### src/rtl/aes128_sched_if.sv
// Requester-side and core-side bundle of the AES-128 scheduler.
// The slave view belongs to the scheduler; the master view is the surrounding logic.
interface aes128_sched_if #(
  parameter int NREQ = 2
);
  localparam int GW = $clog2(NREQ);

  logic [NREQ-1:0]        req_valid;
  logic [NREQ-1:0]        req_ready;
  logic [NREQ-1:0][127:0] req_key;
  logic [NREQ-1:0][127:0] req_block;
  logic [NREQ-1:0]        req_decrypt;
  logic [NREQ-1:0]        rsp_valid;
  logic [NREQ-1:0]        rsp_ready;
  logic [127:0]           rsp_data;
  logic                   rsp_err;
  logic                   core_start;
  logic [127:0]           core_key;
  logic [127:0]           core_block;
  logic                   core_decrypt;
  logic                   core_done;
  logic [127:0]           core_result;
  logic                   busy;
  logic [GW-1:0]          grant_id;

  modport slave (
    input  req_valid, req_key, req_block, req_decrypt, rsp_ready, core_done, core_result,
    output req_ready, rsp_valid, rsp_data, rsp_err, core_start, core_key, core_block,
           core_decrypt, busy, grant_id
  );

  modport master (
    output req_valid, req_key, req_block, req_decrypt, rsp_ready, core_done, core_result,
    input  req_ready, rsp_valid, rsp_data, rsp_err, core_start, core_key, core_block,
           core_decrypt, busy, grant_id
  );
endinterface

### src/rtl/aes128_sched.sv
// Round-robin arbiter sharing one AES-128 core among NREQ requesters,
// with a start pulse, optional done watchdog and per-requester response return.
module aes128_sched #(
  parameter int NREQ    = 2,
  parameter int TIMEOUT = 64
) (
  input logic           wb_clk_i,
  input logic           wb_rst_i,
  aes128_sched_if.slave bus
);
  localparam int GW = $clog2(NREQ);
  localparam int CW = (TIMEOUT > 0) ? $clog2(TIMEOUT + 1) : 1;
  localparam logic [NREQ-1:0] ONE = {{(NREQ-1){1'b0}}, 1'b1};

  typedef enum logic [1:0] {IDLE, START, WAIT, RESP} state_t;

  state_t          state, state_nxt;
  logic [GW-1:0]   rr_ptr, win, idx, grant_id;
  logic            win_vld, timeout_hit, rsp_hs;
  logic [CW-1:0]   cnt;
  logic [127:0]    key_q, block_q, data_q;
  logic            dec_q, err_q;

  // first valid requester at or after rr_ptr, wrapping
  always_comb begin
    win     = '0;
    idx     = '0;
    win_vld = 1'b0;
    for (int k = 0; k < NREQ; k++) begin
      idx = GW'((int'(rr_ptr) + k) % NREQ);
      if (!win_vld && bus.req_valid[idx]) begin
        win_vld = 1'b1;
        win     = idx;
      end
    end
  end

  // counter value after this WAIT cycle would be TIMEOUT-1
  assign timeout_hit = (TIMEOUT != 0) && (int'(cnt) + 1 >= TIMEOUT - 1);
  assign rsp_hs      = bus.rsp_ready[grant_id];

  always_ff @(posedge wb_clk_i) begin
    if (wb_rst_i) state <= IDLE;
    else          state <= state_nxt;
  end

  always_comb begin
    state_nxt = state;
    case (state)
      IDLE:    if (win_vld) state_nxt = START;
      START:   state_nxt = WAIT;
      WAIT:    if (bus.core_done || timeout_hit) state_nxt = RESP;
      RESP:    if (rsp_hs) state_nxt = IDLE;
      default: state_nxt = IDLE;
    endcase
  end

  always_comb begin
    bus.req_ready  = '0;
    bus.rsp_valid  = '0;
    if (state == IDLE && win_vld) bus.req_ready = ONE << win;
    if (state == RESP)            bus.rsp_valid = ONE << grant_id;
    bus.core_start = (state == START);
    bus.busy       = (state != IDLE);
  end

  always_ff @(posedge wb_clk_i) begin
    if (wb_rst_i) begin
      key_q    <= '0;
      block_q  <= '0;
      dec_q    <= 1'b0;
      grant_id <= '0;
      rr_ptr   <= '0;
      data_q   <= '0;
      err_q    <= 1'b0;
      cnt      <= '0;
    end else begin
      case (state)
        IDLE: if (win_vld) begin
          key_q    <= bus.req_key[win];
          block_q  <= bus.req_block[win];
          dec_q    <= bus.req_decrypt[win];
          grant_id <= win;
        end
        START: cnt <= '0;
        WAIT: begin
          if (cnt != {CW{1'b1}}) cnt <= cnt + 1'b1;
          // a done in the expiry cycle still delivers the real result
          if (bus.core_done) begin
            data_q <= bus.core_result;
            err_q  <= 1'b0;
          end else if (timeout_hit) begin
            data_q <= '0;
            err_q  <= 1'b1;
          end
        end
        RESP: if (rsp_hs)
          rr_ptr <= (int'(grant_id) == NREQ - 1) ? '0 : grant_id + 1'b1;
        default: ;
      endcase
    end
  end

  assign bus.core_key     = key_q;
  assign bus.core_block   = block_q;
  assign bus.core_decrypt = dec_q;
  assign bus.rsp_data     = data_q;
  assign bus.rsp_err      = err_q;
  assign bus.grant_id     = grant_id;
endmodule

### src/flat_wrapper.sv
// flat-port wrapper written by rule: the top's interface ports become plain ports
module aes128_sched_flat 
#(
  parameter int NREQ    = 2,
  parameter int TIMEOUT = 64
)
  (wb_clk_i, wb_rst_i, bus_req_valid, bus_req_key, bus_req_block, bus_req_decrypt, bus_rsp_ready, bus_core_done, bus_core_result, bus_req_ready, bus_rsp_valid, bus_rsp_data, bus_rsp_err, bus_core_start, bus_core_key, bus_core_block, bus_core_decrypt, bus_busy, bus_grant_id);
  aes128_sched_if #(.NREQ(NREQ)) bus_i ();
  input logic wb_clk_i;
  input logic wb_rst_i;
  input wire logic [$bits(bus_i.req_valid)-1:0] bus_req_valid;
  input wire logic [$bits(bus_i.req_key)-1:0] bus_req_key;
  input wire logic [$bits(bus_i.req_block)-1:0] bus_req_block;
  input wire logic [$bits(bus_i.req_decrypt)-1:0] bus_req_decrypt;
  input wire logic [$bits(bus_i.rsp_ready)-1:0] bus_rsp_ready;
  input wire logic [$bits(bus_i.core_done)-1:0] bus_core_done;
  input wire logic [$bits(bus_i.core_result)-1:0] bus_core_result;
  output wire logic [$bits(bus_i.req_ready)-1:0] bus_req_ready;
  output wire logic [$bits(bus_i.rsp_valid)-1:0] bus_rsp_valid;
  output wire logic [$bits(bus_i.rsp_data)-1:0] bus_rsp_data;
  output wire logic [$bits(bus_i.rsp_err)-1:0] bus_rsp_err;
  output wire logic [$bits(bus_i.core_start)-1:0] bus_core_start;
  output wire logic [$bits(bus_i.core_key)-1:0] bus_core_key;
  output wire logic [$bits(bus_i.core_block)-1:0] bus_core_block;
  output wire logic [$bits(bus_i.core_decrypt)-1:0] bus_core_decrypt;
  output wire logic [$bits(bus_i.busy)-1:0] bus_busy;
  output wire logic [$bits(bus_i.grant_id)-1:0] bus_grant_id;
  assign bus_i.req_valid = bus_req_valid;
  assign bus_i.req_key = bus_req_key;
  assign bus_i.req_block = bus_req_block;
  assign bus_i.req_decrypt = bus_req_decrypt;
  assign bus_i.rsp_ready = bus_rsp_ready;
  assign bus_i.core_done = bus_core_done;
  assign bus_i.core_result = bus_core_result;
  assign bus_req_ready = bus_i.req_ready;
  assign bus_rsp_valid = bus_i.rsp_valid;
  assign bus_rsp_data = bus_i.rsp_data;
  assign bus_rsp_err = bus_i.rsp_err;
  assign bus_core_start = bus_i.core_start;
  assign bus_core_key = bus_i.core_key;
  assign bus_core_block = bus_i.core_block;
  assign bus_core_decrypt = bus_i.core_decrypt;
  assign bus_busy = bus_i.busy;
  assign bus_grant_id = bus_i.grant_id;
  aes128_sched #(.NREQ(NREQ), .TIMEOUT(TIMEOUT)) u_core (.wb_clk_i(wb_clk_i), .wb_rst_i(wb_rst_i), .bus(bus_i));
endmodule
### config.mk
export PLATFORM = sky130hd
export DESIGN_NAME = aes128_sched_flat
export DESIGN_NICKNAME = d
export VERILOG_FILES = /design/src/rtl/aes128_sched_if.sv /design/src/rtl/aes128_sched.sv /design/src/flat_wrapper.sv
export SDC_FILE = /design/constraint.sdc
export NUM_CORES = 1
export LEC_CHECK = 0
export ABC_AREA = 0
export CORE_AREA = 4 4 398 400
export DETAILED_ROUTE_END_ITERATION = 8
export DIE_AREA = 0 0 402 404
export SYNTH_ARGS = -nofsm -noshare
export SYNTH_HDL_FRONTEND = slang
export SYNTH_SLANG_ARGS = --single-unit
export TNS_END_PERCENT = 5
### constraint.sdc
create_clock -name wb_clk_i -period 2.2 [get_ports wb_clk_i]
set_input_delay 0.55 -clock wb_clk_i [delete_from_list [all_inputs] [get_ports wb_clk_i]]
set_output_delay 0.55 -clock wb_clk_i [all_outputs]
set_load 0.03 [all_outputs]
**After elaboration in Yosys (flattened, before gate mapping)**

Index checks and enable logic that the tools add are counted.

- Input bits: 649
- Bits in registers: 397
- Logic and storage cells: 70
- Output and inout port bits: 393

- Add/subtract/negate cells: 4
- Shifts and indexed selects: 2
- Order comparisons: 5
- Mux-type cells: 29
- Equality and inequality tests: 8
- Reduce and logical (&&, ||, !) cells: 13

Operators with widths:

| cell | number |
|---|---|
| $mux W128 | 6 |
| $ge A32 B7 Y1 const B | 1 |
| $mux W1 | 15 |
| $pmux W7 S2 | 1 |
| $mux W2 | 5 |
| $add A7 B1 Y8 const B | 1 |
| $lt A1 B2 Y1 const B | 4 |
| $ne A2 B1 Y1 const B | 4 |
| $pmux W2 S4 | 1 |
| $reduce_and A2 Y1 | 4 |
| $add A7 B1 Y7 const B | 1 |
| $mux W7 | 1 |
| $ne A7 B7 Y1 const B | 1 |
| $reduce_bool A2 Y1 | 3 |
| $eq A2 B2 Y1 const B | 2 |
| $shl A1 B1 Y2 const A | 2 |
| $reduce_and A3 Y1 | 1 |
| $add A1 B1 Y1 const B | 2 |
| $eq A2 B1 Y1 const B | 1 |
| $logic_and A1 B1 Y1 | 2 |
| $logic_not A2 Y1 | 1 |
| $logic_not A1 Y1 | 1 |
| $logic_or A1 B1 Y1 | 1 |

**Longest topological paths before layout**

Gate-level depths: netlist of run 1.

- Depth in word-level cells: 8
- Mapped depth: 9
- Depth with buffers taken out: 7

**Least setup slack after synthesis of run 1**

Ideal clock, no wire load.

- Path type: flip-flop to output port
- Start point: reg u_core.state[1]
- End point: out bus_req_ready[1]
- Path slack: 170 ps
- Cell stages (with the launch flop): 6
- Buffers on the path: 1
- Data arrival time: 1480 ps
- Required time: 1650 ps
- Path through: dfxtp_1 inv_1 ha_1 nand2_1 a21oi_1 clkbuf_1

- Longest elaborated chain between the ends: 3

RTL lines:

| item | RTL line | source |
|---|---|---|
| from (decl) | aes128_sched.sv:17 | `state_t state, state_nxt;` |
| from (signal assigned) | aes128_sched.sv:44 | `else state <= state_nxt;` |
| $logic_not A2 Y1 | aes128_sched.sv:61 | `if (state == IDLE && win_vld) bus.req_ready = ONE << win;` |
| $logic_and A1 B1 Y1 | aes128_sched.sv:61 |  |
| $mux W2 | aes128_sched.sv:61 |  |
| to (decl) | flat_wrapper.sv:18 | `output wire logic [$bits(bus_i.req_ready)-1:0] bus_req_ready;` |

Every way passes these cells.

**Worst setup path in the final report of run 1**

- Start point: reg u_core.state[0]
- End point: out bus_req_ready[0]

The elaborated chain is that of the path after synthesis.

==> PnR_summary.wiki, run 1 <==
{| class="wikitable"
! Metric !! Value
|-
| Final count of hold timing violations || 0
|-
| Nets@finish || 2967
|-
| Floorplan die height || 404 µm
|-
| Number of standard-cell rows in the floorplan || 145
|-
| Worst-case clock buffer depth || 3
|-
| Arithmetic-cell share of the synthesized area counting full adders, half adders and majority gates || 0.00631
|-
| Placed instance area || 0.0269 mm²
|-
| Share of synthesized cell area in and, or, nand and nor gates || 0.0822
|-
| Max-cap violation count || 0
|-
| Wire length of the first global-routing pass || 158000 µm
|-
| Initial Utilization || 0.0893
|-
| Synth warnings || 0
|-
| Number of instances in the synthesized netlist || roughly 1300
|-
| Clock insertion delay at the later pin of the skew report || roughly 640 ps
|-
| Worst Path Required || 1650 ps
|-
| Horizontal die dimension || approximately 400 µm
|-
| Global route total overflow || 0
|-
| Avg Cell Area, Syn || 11.0 µm²
|-
| Static leakage power || 0.0116 µW
|-
| Status || complete, but fails checks
|-
| Critical path start-end classification || register to output port
|-
| Critical path launch point type || register
|-
| Final weighted congestion in routability-driven placement || 0.881
|-
| Via count of the first global-routing pass || 16394
|-
| Most common library cell in the layout ignoring fill and taps || sky130_fd_sc_hd__clkdlybuf4s50_1
|-
| Relative max-transition margin || 0.606
|-
| Critical Path Fanout Max || 4
|-
| Hold/Removal Path Class || input pin to register
|-
| Number of vias in the routed layout || 16806
|-
| Number of top-level pins || about 1000
|-
| Initial antenna violation count || between 80 and 90
|-
| Largest net degree at the start of global routing || between 80 and 90
|-
| Share of the synthesized netlist area taken by xor and xnor gates || 0.00126
|-
| Cell Count, Final, Fillers Out || 4431
|-
| Clock transition at the registers of the reported paths || 60 ps
|-
| Multiplexer fraction of the synthesized cell area || 0.000722
|-
| Drt first pass iters || 9
|-
| Synth-to-Final Area Change || 104%
|-
| Total of flip-flops plus latches after synthesis || 397
|-
| Final Util || 0.183
|-
| Compound-cell area share of the yosys netlist || 0.280
|-
| Total setup violations reported at the end of the flow || 2
|-
| Placeable Area || approximately 0.16 mm²
|-
| Pins over their slew limit || 0
|-
| Post-route worst setup slack || -19.9 ps
|-
| Kind of end point of the critical path || output port
|-
| Arrival time worst endpoint || 1670 ps
|-
| Largest family of logic cells by synthesized area || compound AO/OA/AOI/OAI gates
|-
| Fraction of final layout cells sized beyond drive strength 1 || 0.126
|-
| Power per unit of standard cell area || about 1100 mW/mm²
|-
| CTS Buf Count || 50
|-
| Clock sink count || 397
|-
| Period Utilization, post-route || 1.01
|-
| Total Routed Length || ~130000 µm
|-
| Shortest clock period the worst path allows after layout || ~2200 ps
|-
| Combined area of all synthesized cells || 0.0139 mm²
|-
| DP Cell Count || 4308
|-
| CTS tree || done
|-
| RSZ-0062 raised after global routing || true
|-
| Average vias per placed instance || around 3.8
|-
| Violated checks || design-rule violations, negative setup slack
|-
| Count of buffers from port buffering || ~1000
|-
| Final ANT Viol Nets || 0
|-
| Maximum clock rate || 450 MHz
|-
| DRC marker count from the first detailed-route iteration || ~2600
|-
| Post-synthesis cell type count || 40
|-
| DRC Markers || 4
|-
| Setup Skew || 28.6 ps
|-
| Summed area of non-filler cells in the final layout || approximately 0.028 mm²
|-
| Floorplan die area || 0.162 mm²
|-
| Total global-route track usage || 0.144
|-
| CTS Root Buffer Type || sky130_fd_sc_hd__clkbuf_16
|-
| HPWL after detailed placement || around 110000 µm
|-
| Transition time of the tightest slew-check pin || 594 ps
|-
| Most used cells in the layout excluding fill and tap cells || sky130_fd_sc_hd__clkdlybuf4s50_1, sky130_fd_sc_hd__dfxtp_1, sky130_fd_sc_hd__dlygate4sd2_1
|-
| Largest voltage drop on the vdd net || just over 0.6 mV
|-
| H-Tree Depth || 2
|-
| Routed length per placed instance || 28.3 µm
|-
| Sequential-to-total area share from yosys stat || 0.573
|-
| Net Count, Synth || 1919
|}
## routing by layer
metal  track usage  vias to the layer above  part of all wire
li1              -                     7212                 -
met1         0.155                     8258              0.36
met2         0.233                     1079              0.46
met3        0.0828                      219              0.14
met4        0.0584                       38             0.038
met5             0                        -            0.0021
## area by class of cell
cell class	instances	area (µm²)
antenna	27	67.6
clock buffer	71	1440
clock inverter	16	166
fill	17347	127000
inverter	10	45.0
multi-input combinational	712	5230
sequential	397	7960
tap	2058	2570
timing repair buffer	1140	10900
## registers in the layout, indices dropped and copies added (netlist names)
name	flops
u_core.bus.core_block	128
u_core.bus.core_key	128
u_core.bus.rsp_data	128
u_core.cnt	7
u_core.state	2
u_core.bus.core_decrypt	1
u_core.bus.grant_id	1
u_core.bus.rsp_err	1
u_core.rr_ptr	1
## critical path: stages, from the launching register on
cell and delay, ps:
sky130_fd_sc_hd__dfxtp_4 370, sky130_fd_sc_hd__inv_4 60, sky130_fd_sc_hd__ha_4 180, sky130_fd_sc_hd__nand2_4 60
sky130_fd_sc_hd__a21oi_4 120, sky130_fd_sc_hd__buf_6 110, sky130_fd_sc_hd__buf_6 120
## power breakdown
group          internal [µW]  switching [µW]  total, µW  leakage, µW
sequential              8540             835       9380      0.00325
clock                   4680            3580       8270     0.000785
combinational           4900            7830      12700      0.00756
total                  18100           12200      30400       0.0116
## through the flow
step	setup TNS (ps)	total power (µW)	hold slack, ps	setup WS, ps
final	-35.9	30400	278	-19.9
after global routing	-302	31700	248	-106
after CTS	-248	30700	203	-117
after detailed placement	-23070	22800	463	-224
after global placement	-13040	22700	462	-169
after floorplan	0	15800	499	170
## final timing paths
kind              slack [ps]                     from  cells after the start                      end
setup / recovery         -20          u_core.state[0]                      6         bus_req_ready[0]
hold reg to reg          470  u_core.bus.rsp_data[42]                      1  u_core.bus.rsp_data[42]
setup reg to reg          60          u_core.state[0]                     10  u_core.bus.core_key[44]
hold / removal           280                 wb_rst_i                      2            u_core.cnt[1]
## logic make-up after synthesis
group                    count (synthesis)
AO/OA/AOI/OAI                          411
AND/OR/NAND/NOR                        291
buffers and inverters                  154
adder cells (fa/ha/maj)                  7
XOR/XNOR                                 2
multiplexers                             1
flip-flops                             397
## synthesized netlist by cell type, drive strengths merged
master | count | area share
a311oi | 2 | 0.0013
a22o | 128 | 0.081
nand2b | 1 | 0.00045
mux2i | 1 | 0.00072
buf | 23 | 0.021
o221ai | 1 | 0.0011
nand4 | 1 | 0.00045
ha | 7 | 0.0063
o21ai | 4 | 0.0014
a22oi | 1 | 0.00054
a211oi | 2 | 0.0011
xor2 | 1 | 0.00063
and4b | 1 | 0.00072
a21oi | 10 | 0.0044
or4 | 1 | 0.00054
a221oi | 1 | 0.00063
and3 | 1 | 0.00054
a2bb2oi | 1 | 0.00063
and4 | 1 | 0.00081
nand2 | 5 | 0.0014
nor4bb | 1 | 0.00072
nand3 | 5 | 0.0018
xnor2 | 1 | 0.00063
dfxtp | 397 | 0.57
nor2b | 1 | 0.00045
a32oi | 1 | 0.00063
nor3 | 3 | 0.0011
o2111a | 1 | 0.00090
a222oi | 257 | 0.19
and2 | 1 | 0.00045
inv | 10 | 0.0027
a31oi | 1 | 0.00045
nor2 | 269 | 0.073
a21bo | 1 | 0.00072
clkbuf | 121 | 0.033
## repair_timing
action	4_1_cts	5_1_grt
endpoints found under the setup margin	300	88
hold buffers	0	0
setup buffers	7	3
pin swaps	2	5
gates resized for setup	327	2
endpoints found under the hold margin	0	0
No activity file was read; power rests on OpenSTA's default activity.
==> inputs of run 2 (changes only) <==
SLEW_MARGIN = 0   (was default)
==> results of run 2 <==
The final DEF is identical to that of run 1; final timing and power are the same.
